==> src/rtl/dma_cmd_issuer.sv <==
// ---------------------------------------------------------------------------
// dma_cmd_issuer
//
// Queues transfer commands from a requester and issues them one at a time to
// a DMA frontend. It keeps a bounded number of transfers in flight and returns
// the requester tag of each transfer when the frontend reports completion.
// Completions arrive in issue order, so the tags wait in a simple in-order
// tag FIFO.
//
// Parameters
//   FifoDepth      : command FIFO entries (power of two, >= 2)
//   MaxOutstanding : maximum issued but uncompleted transfers (>= 1)
//   TagWidth       : width of the requester tag
//   transf_descr_t : transfer descriptor type (matches the DMA frontend port)
//
// Ports
//   clk_i           : clock, all logic on the rising edge
//   rst_ni          : asynchronous active-low reset
//   cmd_valid_i     : requester offers a command
//   cmd_ready_o     : command FIFO can accept (not full)
//   cmd_descr_i     : descriptor to issue
//   cmd_tag_i       : requester tag returned on completion
//   dma_req_valid_o : descriptor offered to the DMA frontend
//   dma_req_ready_i : frontend accepts the descriptor
//   dma_req_o       : descriptor to the frontend (head of the command FIFO)
//   dma_rsp_valid_i : one-cycle pulse per completed transfer, in issue order
//   cpl_valid_o     : one-cycle completion pulse to the requester
//   cpl_tag_o       : tag of the completed command, held between pulses
//   outstanding_o   : number of issued, uncompleted transfers
//   idle_o          : nothing queued and nothing in flight
//   spurious_rsp_o  : sticky, a response arrived with nothing in flight
// ---------------------------------------------------------------------------
module dma_cmd_issuer #(
  parameter int unsigned FifoDepth      = 4,
  parameter int unsigned MaxOutstanding = 8,
  parameter int unsigned TagWidth       = 8,
  parameter type         transf_descr_t = logic
) (
  input  logic                                 clk_i,
  input  logic                                 rst_ni,
  input  logic                                 cmd_valid_i,
  output logic                                 cmd_ready_o,
  input  transf_descr_t                        cmd_descr_i,
  input  logic [TagWidth-1:0]                  cmd_tag_i,
  output logic                                 dma_req_valid_o,
  input  logic                                 dma_req_ready_i,
  output transf_descr_t                        dma_req_o,
  input  logic                                 dma_rsp_valid_i,
  output logic                                 cpl_valid_o,
  output logic [TagWidth-1:0]                  cpl_tag_o,
  output logic [$clog2(MaxOutstanding+1)-1:0]  outstanding_o,
  output logic                                 idle_o,
  output logic                                 spurious_rsp_o
);

  localparam int unsigned FifoPtrW = $clog2(FifoDepth);
  localparam int unsigned CntW     = $clog2(MaxOutstanding + 1);
  localparam int unsigned TagPtrW  = (MaxOutstanding > 1) ? $clog2(MaxOutstanding) : 1;

  localparam logic [FifoPtrW:0]  CmdPtrOne = {{FifoPtrW{1'b0}}, 1'b1};
  localparam logic [CntW-1:0]    CntOne    = {{(CntW-1){1'b0}}, 1'b1};
  localparam logic [CntW-1:0]    CntMax    = CntW'(MaxOutstanding);
  localparam logic [TagPtrW-1:0] TagPtrOne = {{(TagPtrW-1){1'b0}}, 1'b1};
  localparam logic [TagPtrW-1:0] TagPtrLast = TagPtrW'(MaxOutstanding - 1);

  // Command FIFO storage and pointers. The pointers carry one extra wrap bit
  // so that full and empty can be told apart when the index bits match.
  transf_descr_t         cmd_descr_mem [FifoDepth];
  logic [TagWidth-1:0]   cmd_tag_mem   [FifoDepth];
  logic [FifoPtrW:0]     cmd_wr_ptr_q;
  logic [FifoPtrW:0]     cmd_rd_ptr_q;
  logic                  cmd_empty;
  logic                  cmd_full;
  logic                  cmd_push;

  // In-order tag FIFO for transfers in flight. Its occupancy is exactly the
  // outstanding counter, so no separate fill level is kept.
  logic [TagWidth-1:0]   tag_mem [MaxOutstanding];
  logic [TagPtrW-1:0]    tag_wr_ptr_q;
  logic [TagPtrW-1:0]    tag_rd_ptr_q;

  logic [CntW-1:0]       out_cnt_q;
  logic                  issue;
  logic                  rsp_pop;
  logic                  rsp_spurious;

  logic                  cpl_valid_q;
  logic [TagWidth-1:0]   cpl_tag_q;
  logic                  spurious_q;

  // Tag FIFO depth need not be a power of two, so its pointers wrap by
  // comparison rather than by natural overflow.
  function automatic logic [TagPtrW-1:0] tag_ptr_next(input logic [TagPtrW-1:0] ptr);
    if (ptr == TagPtrLast) begin
      return '0;
    end
    return ptr + TagPtrOne;
  endfunction

  // Status and handshake decode. Everything here comes from registered state
  // plus the current-cycle handshake inputs; the offer to the frontend uses
  // only registered state, so a response never reaches dma_req_valid_o
  // combinationally and a freed slot shows up the following cycle.
  always_comb begin
    cmd_empty       = (cmd_wr_ptr_q == cmd_rd_ptr_q);
    cmd_full        = (cmd_wr_ptr_q[FifoPtrW] != cmd_rd_ptr_q[FifoPtrW]) &&
                      (cmd_wr_ptr_q[FifoPtrW-1:0] == cmd_rd_ptr_q[FifoPtrW-1:0]);
    cmd_ready_o     = !cmd_full;
    cmd_push        = cmd_valid_i && !cmd_full;
    dma_req_valid_o = !cmd_empty && (out_cnt_q < CntMax);
    dma_req_o       = cmd_descr_mem[cmd_rd_ptr_q[FifoPtrW-1:0]];
    issue           = dma_req_valid_o && dma_req_ready_i;
    rsp_pop         = dma_rsp_valid_i && (out_cnt_q != '0);
    rsp_spurious    = dma_rsp_valid_i && (out_cnt_q == '0);
  end

  // Command FIFO payload. Descriptor storage is deliberately left without a
  // reset; the head is only meaningful while dma_req_valid_o is high.
  always_ff @(posedge clk_i) begin
    if (cmd_push) begin
      cmd_descr_mem[cmd_wr_ptr_q[FifoPtrW-1:0]] <= cmd_descr_i;
      cmd_tag_mem[cmd_wr_ptr_q[FifoPtrW-1:0]]   <= cmd_tag_i;
    end
  end

  // Command FIFO pointers. A full FIFO refuses a command even if the head
  // leaves in the same cycle, which keeps cmd_ready_o free of any dependence
  // on the frontend handshake.
  always_ff @(posedge clk_i or negedge rst_ni) begin
    if (!rst_ni) begin
      cmd_wr_ptr_q <= '0;
      cmd_rd_ptr_q <= '0;
    end else begin
      if (cmd_push) begin
        cmd_wr_ptr_q <= cmd_wr_ptr_q + CmdPtrOne;
      end
      if (issue) begin
        cmd_rd_ptr_q <= cmd_rd_ptr_q + CmdPtrOne;
      end
    end
  end

  // Tag FIFO payload. An issue writes at the tail while a response reads the
  // head; with at least one transfer in flight and room for another these
  // are different slots, so a same-cycle pop always sees the oldest tag.
  always_ff @(posedge clk_i) begin
    if (issue) begin
      tag_mem[tag_wr_ptr_q] <= cmd_tag_mem[cmd_rd_ptr_q[FifoPtrW-1:0]];
    end
  end

  // Tag FIFO pointers and the outstanding counter. A simultaneous issue and
  // response leaves the count unchanged while both pointers advance.
  always_ff @(posedge clk_i or negedge rst_ni) begin
    if (!rst_ni) begin
      tag_wr_ptr_q <= '0;
      tag_rd_ptr_q <= '0;
      out_cnt_q    <= '0;
    end else begin
      if (issue) begin
        tag_wr_ptr_q <= tag_ptr_next(tag_wr_ptr_q);
      end
      if (rsp_pop) begin
        tag_rd_ptr_q <= tag_ptr_next(tag_rd_ptr_q);
      end
      case ({issue, rsp_pop})
        2'b10:   out_cnt_q <= out_cnt_q + CntOne;
        2'b01:   out_cnt_q <= out_cnt_q - CntOne;
        default: out_cnt_q <= out_cnt_q;
      endcase
    end
  end

  // Completion output, one cycle after the response. The tag register only
  // loads on a real completion so it keeps showing the last completed tag.
  // A response with nothing in flight raises the sticky spurious flag instead.
  always_ff @(posedge clk_i or negedge rst_ni) begin
    if (!rst_ni) begin
      cpl_valid_q <= 1'b0;
      cpl_tag_q   <= '0;
      spurious_q  <= 1'b0;
    end else begin
      cpl_valid_q <= rsp_pop;
      if (rsp_pop) begin
        cpl_tag_q <= tag_mem[tag_rd_ptr_q];
      end
      if (rsp_spurious) begin
        spurious_q <= 1'b1;
      end
    end
  end

  // Idle means nothing queued and nothing in flight; an empty tag FIFO is
  // implied by a zero count.
  always_comb begin
    cpl_valid_o    = cpl_valid_q;
    cpl_tag_o      = cpl_tag_q;
    outstanding_o  = out_cnt_q;
    spurious_rsp_o = spurious_q;
    idle_o         = cmd_empty && (out_cnt_q == '0);
  end

endmodule

==> config.mk <==
export PLATFORM = sky130hd
export DESIGN_NAME = dma_cmd_issuer
export DESIGN_NICKNAME = d
export VERILOG_FILES = /design/src/rtl/dma_cmd_issuer.sv
export SDC_FILE = /design/constraint.sdc
export NUM_CORES = 1
export LEC_CHECK = 0
export CAP_MARGIN = 5
export CORE_MARGIN = 4
export CORE_UTILIZATION = 53
export DETAILED_ROUTE_END_ITERATION = 16
export PLACE_DENSITY = 0.75
export SKIP_CTS_REPAIR_TIMING = 1
export SYNTH_ARGS = -nofsm -noshare
export SYNTH_HDL_FRONTEND = slang
export SYNTH_SLANG_ARGS = --single-unit
==> constraint.sdc <==
create_clock -name clk_i -period 2.3 [get_ports clk_i]
set_input_delay 0.46 -clock clk_i [delete_from_list [all_inputs] [get_ports clk_i]]
set_output_delay 0.46 -clock clk_i [all_outputs]
set_load 0.02 [all_outputs]
# Word-level counts from Yosys, hierarchy flattened
# Memory sizes are Yosys's and may differ from the RTL's. A register that Yosys moved wholly into a read port is not among the register bits.
# Index checks and enable logic that the tools add are counted.
# op_classes
addsub	6
order_cmp	1
eq_ne	7
reduce_logical	13
n_mux	13
# op_table
op	count
adder 3 x 1 -> 3 bit (second input constant)	4
2-to-1 mux 3 bit	4
2-to-1 mux 1 bit	8
one-hot mux 4 bit (2 select lines)	1
logical AND 1 bit	7
== test 3 bit (second input constant)	2
adder 4 x 1 -> 4 bit (second input constant)	1
logical NOT 4 bit	1
less-than comparator 4 bit (second input constant)	1
nonzero test 4 bit	1
subtractor 4 x 1 -> 4 bit (second input constant)	1
== test 3 bit	1
logical NOT 1 bit	3
== test 2 x 1 -> 1 bit (second input constant)	1
== test 2 bit	1
== test 2 bit (second input constant)	1
nonzero test 2 bit	1
!= test 1 bit	1
# word_totals
mem_bits_rw	100
wordCells	50
n_memories	3
in_bits	14
output_inout_bits	18
reg_bits	18
# mem_list
name	words	word_bits	read_ports	rd_clocked_by_memory_dff	write_ports	line_no	rtl
tag_mem	8	8	1	1	1	78	logic [TagWidth-1:0] tag_mem [MaxOutstanding];
cmd_tag_mem	4	8	1	0	1	69	logic [TagWidth-1:0] cmd_tag_mem [FifoDepth];
cmd_descr_mem	4	1	1	0	1	68	transf_descr_t cmd_descr_mem [FifoDepth];

# Longest topological paths before layout
# Gate-level depths: netlist of the first run.
# depth
depth_word	6
depth_mapped	11
ltp_nobuf	10

# Worst setup path after synthesis of the first run
# OpenSTA, ideal clock, no wires.
# synth_path
path_type	register to register
startpoint	register out_cnt_q[1] (netlist: outstanding_o[1])
endpoint	register out_cnt_q[2] (netlist: outstanding_o[2])
setup_ps	134
t_required_ps	2166
path_stages_with_launch	12
slack_ps	-292
path_buffers	1
arrival_time_ps	2458
synth_period_minus_slack_ps	2592
cell_sequence	dfrtp_1 > or4_1 > nand2_1 > buf_4 > inv_1 > ha_1 > xor2_1 > ha_1 > a21oi_1 > xor2_1 > nor2_1 > xor2_1
# synth_via
elab_cells_between_ends	11
classes_between	add/sub: 2; order compare: 1; eq/ne: 2; mux: 1; reduce/logical: 5
# synth_rtl
item	line_no	rtl
start: declaration	82	logic [CntW-1:0] out_cnt_q;
start signal: assignment	167	2'b10: out_cnt_q <= out_cnt_q + CntOne;
start signal: assignment	168	2'b01: out_cnt_q <= out_cnt_q - CntOne;
start signal: assignment	169	default: out_cnt_q <= out_cnt_q;
nonzero test 4 bit (*)	113	rsp_pop = dma_rsp_valid_i && (out_cnt_q != '0);
logical AND 1 bit (*)	113	
net rsp_pop	84	logic rsp_pop;
== test 2 x 1 -> 1 bit / == test 2 bit (equally long branches)	166	case ({issue, rsp_pop})
one-hot mux 4 bit (2 select lines) / nonzero test 2 bit (equally long branches)	--	
# The timed path passes the listed nets; every way through them passes the cells marked *.
# A chain may end at the register's enable or synchronous reset.

# Worst setup path after layout of the first run
# layout_path
startpoint	register out_cnt_q[0] (netlist: outstanding_o[0])
endpoint	output port idle_o
# layout_via
elab_chain_cells	2
# layout_rtl
item	line_no	rtl
logical NOT 4 bit	200	idle_o = cmd_empty && (out_cnt_q == '0);
logical AND 1 bit	200	
end: declaration	52	output logic idle_o,
# Every way passes these cells.

==> results of run 1 <==
## report_power, final
part	internal (mW)	switching (mW)	leakage, nW
Sequential	3.26	0.260	1.21
Combinational	1.49	1.71	0.857
Clock	1.54	0.933	0.269
## worst max-delay path by stage
stage | startpoint | endpoint | slack (ns) | cells after the start
global route | cmd_rd_ptr_q[1] | outstanding_o[2] | -0.02 | 11
detailed placement | dma_req_ready_i | outstanding_o[2] | -0.26 | 11
floorplan | outstanding_o[0] | outstanding_o[2] | -0.03 | 11
global placement | dma_req_ready_i | outstanding_o[2] | -0.16 | 11
CTS | cmd_rd_ptr_q[2] | idle_o | -0.52 | 4
finish | outstanding_o[0] | idle_o | 0.07 | 3
## layout by cell type (no fill, tap or decap), types with 3 or more instances in the layout
cell type / Yosys / final
a221o_1: 8 / 8
and3_1: 4 / 4
buf_4: 3 / 25
clkbuf_16: 0 / 16
clkdlybuf4s50_1: 0 / 27
clkinv_2: 0 / 3
clkinv_4: 0 / 4
clkinvlp_4: 0 / 3
dfrtp_1: 26 / 23
dfrtp_2: 0 / 3
dlymetal6s2s_1: 0 / 3
edfxtp_1: 100 / 100
ha_1: 12 / 10
inv_1: 7 / 5
mux2_2: 22 / 22
mux2i_1: 16 / 16
mux4_2: 9 / 9
nand2_1: 15 / 14
nand2b_1: 3 / 3
nor2_1: 7 / 7
nor3_1: 5 / 5
o21ai_0: 12 / 12
o22ai_1: 8 / 8
xnor2_1: 6 / 4
xor2_1: 6 / 6
## Yosys cell counts (all sizes together) (3+ instances only)
cell type / n / share of area
nand2b: 3 / 0.0037
nand2: 15 / 0.011
xor2: 6 / 0.010
mux2i: 16 / 0.031
xnor2: 6 / 0.010
nor2: 7 / 0.0051
mux4: 9 / 0.040
o22ai: 8 / 0.0098
dfrtp: 26 / 0.13
ha: 12 / 0.029
edfxtp: 100 / 0.59
nor3: 5 / 0.0049
buf: 9 / 0.012
mux2: 22 / 0.048
and3: 4 / 0.0049
a221o: 8 / 0.016
o21ai: 12 / 0.012
inv: 7 / 0.0051
## area by class of cell
| cell class | count | area [um2] | share of cell area |
|---|---|---|---|
| clock inverter | 14 | 145 | 0.0229 |
| multi-input combinational | 152 | 1400 | 0.221 |
| tap | 129 | 161 | 0.0255 |
| inverter | 7 | 28.8 | 0.00454 |
| clock buffer | 18 | 418 | 0.0660 |
| sequential | 126 | 3660 | 0.578 |
| timing repair buffer | 57 | 520 | 0.0822 |
## cells by family (layout without fill, tap and decap cells)
| kind of cell | Yosys count | count (layout) | share of synthesized area |
|---|---|---|---|
| AOI/OAI and AO/OA | 34 | 34 | 0.0490 |
| xor gates and xnor gates | 12 | 12 | 0.0206 |
| adders and majority gates | 12 | 12 | 0.0294 |
| buffers and inverters | 17 | 96 | 0.0201 |
| DFF | 126 | 126 | 0.715 |
| muxes | 47 | 47 | 0.119 |
| and+or+nand+nor | 47 | 47 | 0.0470 |
## metal layers
metal  share of wire  global-route usage  wire, um
met1            0.41               0.204      3550
met2            0.53               0.295      4660
met3           0.046              0.0522       401
met4           0.017              0.0601       153
met5               0                   0         0
## stage by stage
stage / cell area (um2) / TNS, ns / utilization / hold WS [ns]
3_5_place_dp: 5750 / -0.628 / 0.617 / 0.470
5_1_grt: 6330 / -0.0198 / 0.679 / 0.352
2_1_floorplan: 5150 / -0.0255 / - / 0.164
4_1_cts: 6310 / -1.44 / 0.677 / 0.316
6_report: 6330 / 0 / 0.679 / 0.322
3_3_place_gp: 5750 / -0.367 / 0.617 / 0.460
## flip-flops by register name (all words and copies together) (netlist names)
| signal | cells |
|---|---|
| tag_wr_ptr_q | 3 |
| cpl_valid_o | 1 |
| cmd_wr_ptr_q | 3 |
| cmd_descr_mem | 4 |
| cpl_tag_o | 8 |
| tag_mem | 64 |
| cmd_tag_mem | 32 |
| cmd_rd_ptr_q | 3 |
| spurious_rsp_o | 1 |
| outstanding_o | 4 |
| tag_rd_ptr_q | 3 |
==> key figures, run 1 <==
Timing
  – Slew Viols, Final: 0
  – Clock skew: 0.00751 ns
  – RSZ-0062 raised after global routing: yes
  – Fmax: 449 MHz
  – Final Hold Viols: 0
  – Setup WS post-layout: 0.0749 ns
  – Worst slew pin tran: 0.643 ns
  – Max-slew headroom: 0.570
  – Final period utilization: 0.967
  – Minimum clock period: 2.23 ns
  – Final setup fails: 0

Floorplan
  – Core box area: 9330 um2
  – Die area: 11,300 um2
  – Starting Density: 0.548
  – Die width: 106 um
  – Num ports: 32
  – Site Rows: 35
  – Height of the die: 106 um

Setup path
  – Reg2reg start: outstanding_o[0]
  – CP Class: reg -> out
  – Worst setup EP type: output pin
  – Reg2reg path depth: 10
  – Crit-path slowest cell: or4_4
  – Largest delay contributor family on the critical path: simple AND/OR/NAND/NOR gates
  – Setup slack, reg-to-reg: 0.14 ns
  – Crit path buf inv count: 1
  – Critical path startpoint category: flip-flop
  – Crit path largest cell delay: 0.56 ns
  – R2r endpoint: outstanding_o[2]
  – Arr. time, crit path: 1.77 ns
  – CP max FO: 3
  – Crit-path cells: or4_4 -> nor2_1 -> clkbuf_2
  – CP required: 1.84 ns

Global route
  – Vias in the first global route: 2,812
  – Total GRT Usage: 0.171
  – First-pass GRT wire length: 14.4 mm
  – Largest net degree at the start of global routing: 36
  – Overflow after GRT: 0
  – Initial antenna violation count: 0

Synthesis
  – Syn nets: 321
  – Mean post-synth cell area: 17.3 um2
  – Count of different cell masters after synthesis: 37
  – Seq/Total Area, Yosys: 0.715
  – FF+latch count, synth: 126
  – Cell area after synthesis: 5110 um2
  – Synth warn: 0
  – Syn Inst Count: 295
  – Post-synth EDFFs: 100
  – FFs w/ async S/R, synth: 0.206
  – Most used DFF post-synth: edfxtp_1

Routing
  – Routed WL: 8.77 mm
  – Residual DRC: 0
  – Post-route ant nets: 0
  – Drt first pass iters: 4
  – Iter 0 DRT Violations: 113
  – Via count: 2,728
  – Via density: 5.42
  – WL/cell: 17.4 um

Hold path
  – Path type of the worst min-delay path: in -> async

Finish
  – Layout area overhead: 23.9%
  – Diode count: 0
  – Fill count: 643
  – Post-Layout Cell Count: 503
  – Final nets: 387
  – Fraction of layout cells with a size suffix above 1: 0.273

Power and ir drop
  – Power Density: 1450 nW/um2
  – Power, Total: 9.19 mW
  – Leakage: 2.34 nW
  – Worst IR Drop VDD: 0.000825 V

CTS
  – H-tree levels: 4
  – CTS tree: built
  – Clk_lat worst skew: 0.51 ns
  – Reg clk slew, reported paths: 0.06 ns
  – Clk buf depth: 2
  – Clock root buffer: clkbuf_8
  – # clock sinks: 126
  – CTS Buf Count: 17

Placement
  – Hpwl dp: 5.89 mm
  – Pre-CTS setup slack: -0.263 ns
  – Gpl congestion: 0.751
  – Post-Place Cells: 471
  – PortBufs: 31

Run status
  – Outcome: complete, no violations

Job
  – Max_cap viols: 0
Note: power is estimated with default switching activity, not from simulation.
==> run 2, diff against run 1 <==
CORE_UTILIZATION = 60   (was 53)
PLACE_DENSITY = 0.81   (was 0.75)
clock period = 2.8 ns   (was 2.3 ns; I/O delays follow)
==> run 2 against run 1 <==
  * Core utilization up 7.2 points
  * Largest power group unchanged
  * Critical path type unchanged
  * Final area down 2.1%
  * Register-to-register slack better by 0.15 ns
  * Critical path depth unchanged
  * Worst setup slack better by 0.17 ns
  * Clock-buffer cell count down 1
  * Hold slack better by 0.095 ns
  * Cell count down 7.0%
  * Power down 18%
  * Clock skew up 0.0018 ns
==> key figures, run 2 (same netlist as run 1, synthesis figures left out) <==
Run status
  – Outcome: complete, no violations

Global route
  – Vias in the first global route: 3,019 (+7.4%)
  – Initial antenna violation count: 0 (unchanged)
  – Total GRT Usage: 0.215 (+0.0433)
  – First-pass GRT wire length: 15.9 mm (+10%)
  – Overflow after GRT: 0 (unchanged)
  – Largest net degree at the start of global routing: 36 (unchanged)

Floorplan
  – Site Rows: 33 (-5.7%)
  – Height of the die: 100 um (-5.6%)
  – Num ports: 32 (unchanged)
  – Starting Density: 0.619 (+0.0710)
  – Core box area: 8260 um2 (-11%)
  – Die width: 100 um (-5.6%)
  – Die area: 10,100 um2 (-11%)

CTS
  – Clk buf depth: 2 (unchanged)
  – # clock sinks: 126 (unchanged)
  – Reg clk slew, reported paths: 0.06 ns (about the same)
  – Clk_lat worst skew: 0.52 ns (about the same)
  – CTS tree: built
  – Clock root buffer: clkbuf_8
  – H-tree levels: 4 (unchanged)
  – CTS Buf Count: 17 (unchanged)

Finish
  – Fill count: 455 (-29%)
  – Most frequent cells in the layout: edfxtp_1 (100), clkdlybuf4s50_1 (28), dfrtp_1 (26), mux2_2 (22)
  – Final nets: 376 (-2.8%)
  – Max reg flops: 64 (unchanged)
  – Layout area overhead: 21.3%
  – Largest register by flop count: tag_mem
  – Commonest non-fill, non-tap cell in the layout: edfxtp_1
  – Diode count: 0 (unchanged)
  – Final Util: 0.751 (+0.0722)
  – Fraction of layout cells with a size suffix above 1: 0.229 (-0.0441)

Setup path
  – Crit path buf inv count: 1 (unchanged)
  – CP Class: reg -> out
  – Worst setup EP type: output pin
  – Critical path startpoint category: flip-flop
  – CP max FO: 5 (+2)
  – Crit path largest cell delay: 0.62 ns (+0.06 ns)
  – Crit-path cells: xnor2_2 -> a31oi_1 -> clkdlybuf4s50_1
  – CP required: 2.24 ns (+0.40 ns)
  – Arr. time, crit path: 1.99 ns (+0.22 ns)
  – Reg2reg path depth: 10 (unchanged)
  – WP depth: 3 (unchanged)
  – Crit-path slowest cell: clkdlybuf4s50_1
  – Largest delay contributor family on the critical path: buffers and inverters

Power and ir drop
  – Worst IR Drop VDD: 0.00102 V (+23%)
  – Leakage: 2.30 nW (-1.5%)
  – Power Density: 1210 nW/um2 (-16%)

Hold path
  – Path type of the worst min-delay path: in -> async

Timing
  – RSZ-0062 raised after global routing: no
  – Final Hold Viols: 0 (unchanged)
  – Setup TNS: 0 ns (unchanged)
  – Clock skew: 0.00931 ns (+0.00181 ns)
  – Minimum clock period: 2.55 ns
  – Fmax: 392 MHz
  – Final setup fails: 0 (unchanged)
  – Setup WS post-layout: 0.248 ns (+0.173 ns)
  – Slew Viols, Final: 0 (unchanged)
  – Worst slew pin tran: 0.702 ns (+0.0585 ns)
  – Max-slew headroom: 0.531 (-0.0391)
  – Final period utilization: 0.911
  – Worst Hold Slack: 0.417 ns (+0.0947 ns)

Routing
  – Via count: 2,799 (+2.6%)
  – Drt first pass iters: 4 (unchanged)
  – Residual DRC: 0 (unchanged)
  – WL/cell: 21.0 um (+21%)
  – Via density: 5.98 (+10%)
  – Routed WL: 9.84 mm (+12%)
  – Post-route ant nets: 0 (unchanged)
  – Iter 0 DRT Violations: 199 (+76%)

Placement
  – Hpwl dp: 5.73 mm (-2.6%)
  – Gpl congestion: 0.723 (-3.7%)
  – Pre-CTS setup slack: 0.0242 ns (+0.287 ns)
  – PortBufs: 31 (unchanged)

Job
  – Max_cap viols: 0 (unchanged)
## run 2: cell count changes in the layout (fill, tap and decap cells not counted), sizes merged
cell	before	now
buf	26	15
clkbuf	19	17
clkdlybuf4s50	27	28
clkinv	8	5
clkinvlp	3	4
inv	8	11
## run 2: worst paths after layout
| check | startpoint | endpoint | slack, ns |
|---|---|---|---|
| max | cmd_wr_ptr_q[0] | dma_req_valid_o | 0.25 |
| min | rst_ni | cpl_tag_o[7] | 0.42 |
| max reg2reg | outstanding_o[1] | outstanding_o[2] | 0.29 |
| min reg2reg | cpl_tag_o[2] | cpl_tag_o[2] | 0.48 |
| max in group asynchronous | rst_ni | cmd_rd_ptr_q[2] | 2.10 |
| min in group clk_i | cpl_tag_o[2] | cpl_tag_o[2] | 0.48 |
## run 2: layer usage
| metal | global-route usage | vias up | routed length [um] |
|---|---|---|---|
| li1 | - | 1263 | - |
| met1 | 0.273 | 1426 | 3860 |
| met2 | 0.356 | 94 | 5350 |
| met3 | 0.0563 | 16 | 438 |
| met4 | 0.0829 | 0 | 196 |
| met5 | 0 | - | 0 |
## run 2: cell type report
class / count / area [um2] / share of cell area
Inverter: 7 / 26.3 / 0.00424
Clock buffer: 17 / 414 / 0.0668
Multi-Input combinational cell: 152 / 1380 / 0.222
Sequential cell: 126 / 3650 / 0.589
Timing Repair Buffer: 46 / 434 / 0.0700
Clock inverter: 15 / 164 / 0.0264
Tap cell: 105 / 131 / 0.0212
## run 2: metrics by stage
stage / instances / cell area (um2) / power, mW
2_1_floorplan: 295 / 5110 / 4.58
3_3_place_gp: 436 / 5590 / 5.25
3_5_place_dp: 436 / 5590 / 5.36
4_1_cts: 468 / 6170 / 7.52
5_1_grt: 468 / 6200 / 7.91
6_report: 468 / 6200 / 7.51
## run 2: power breakdown
part	internal, mW	switching [mW]
sequential	2.67	0.262
combinational	1.10	1.37
clock	1.28	0.834
total	5.05	2.46
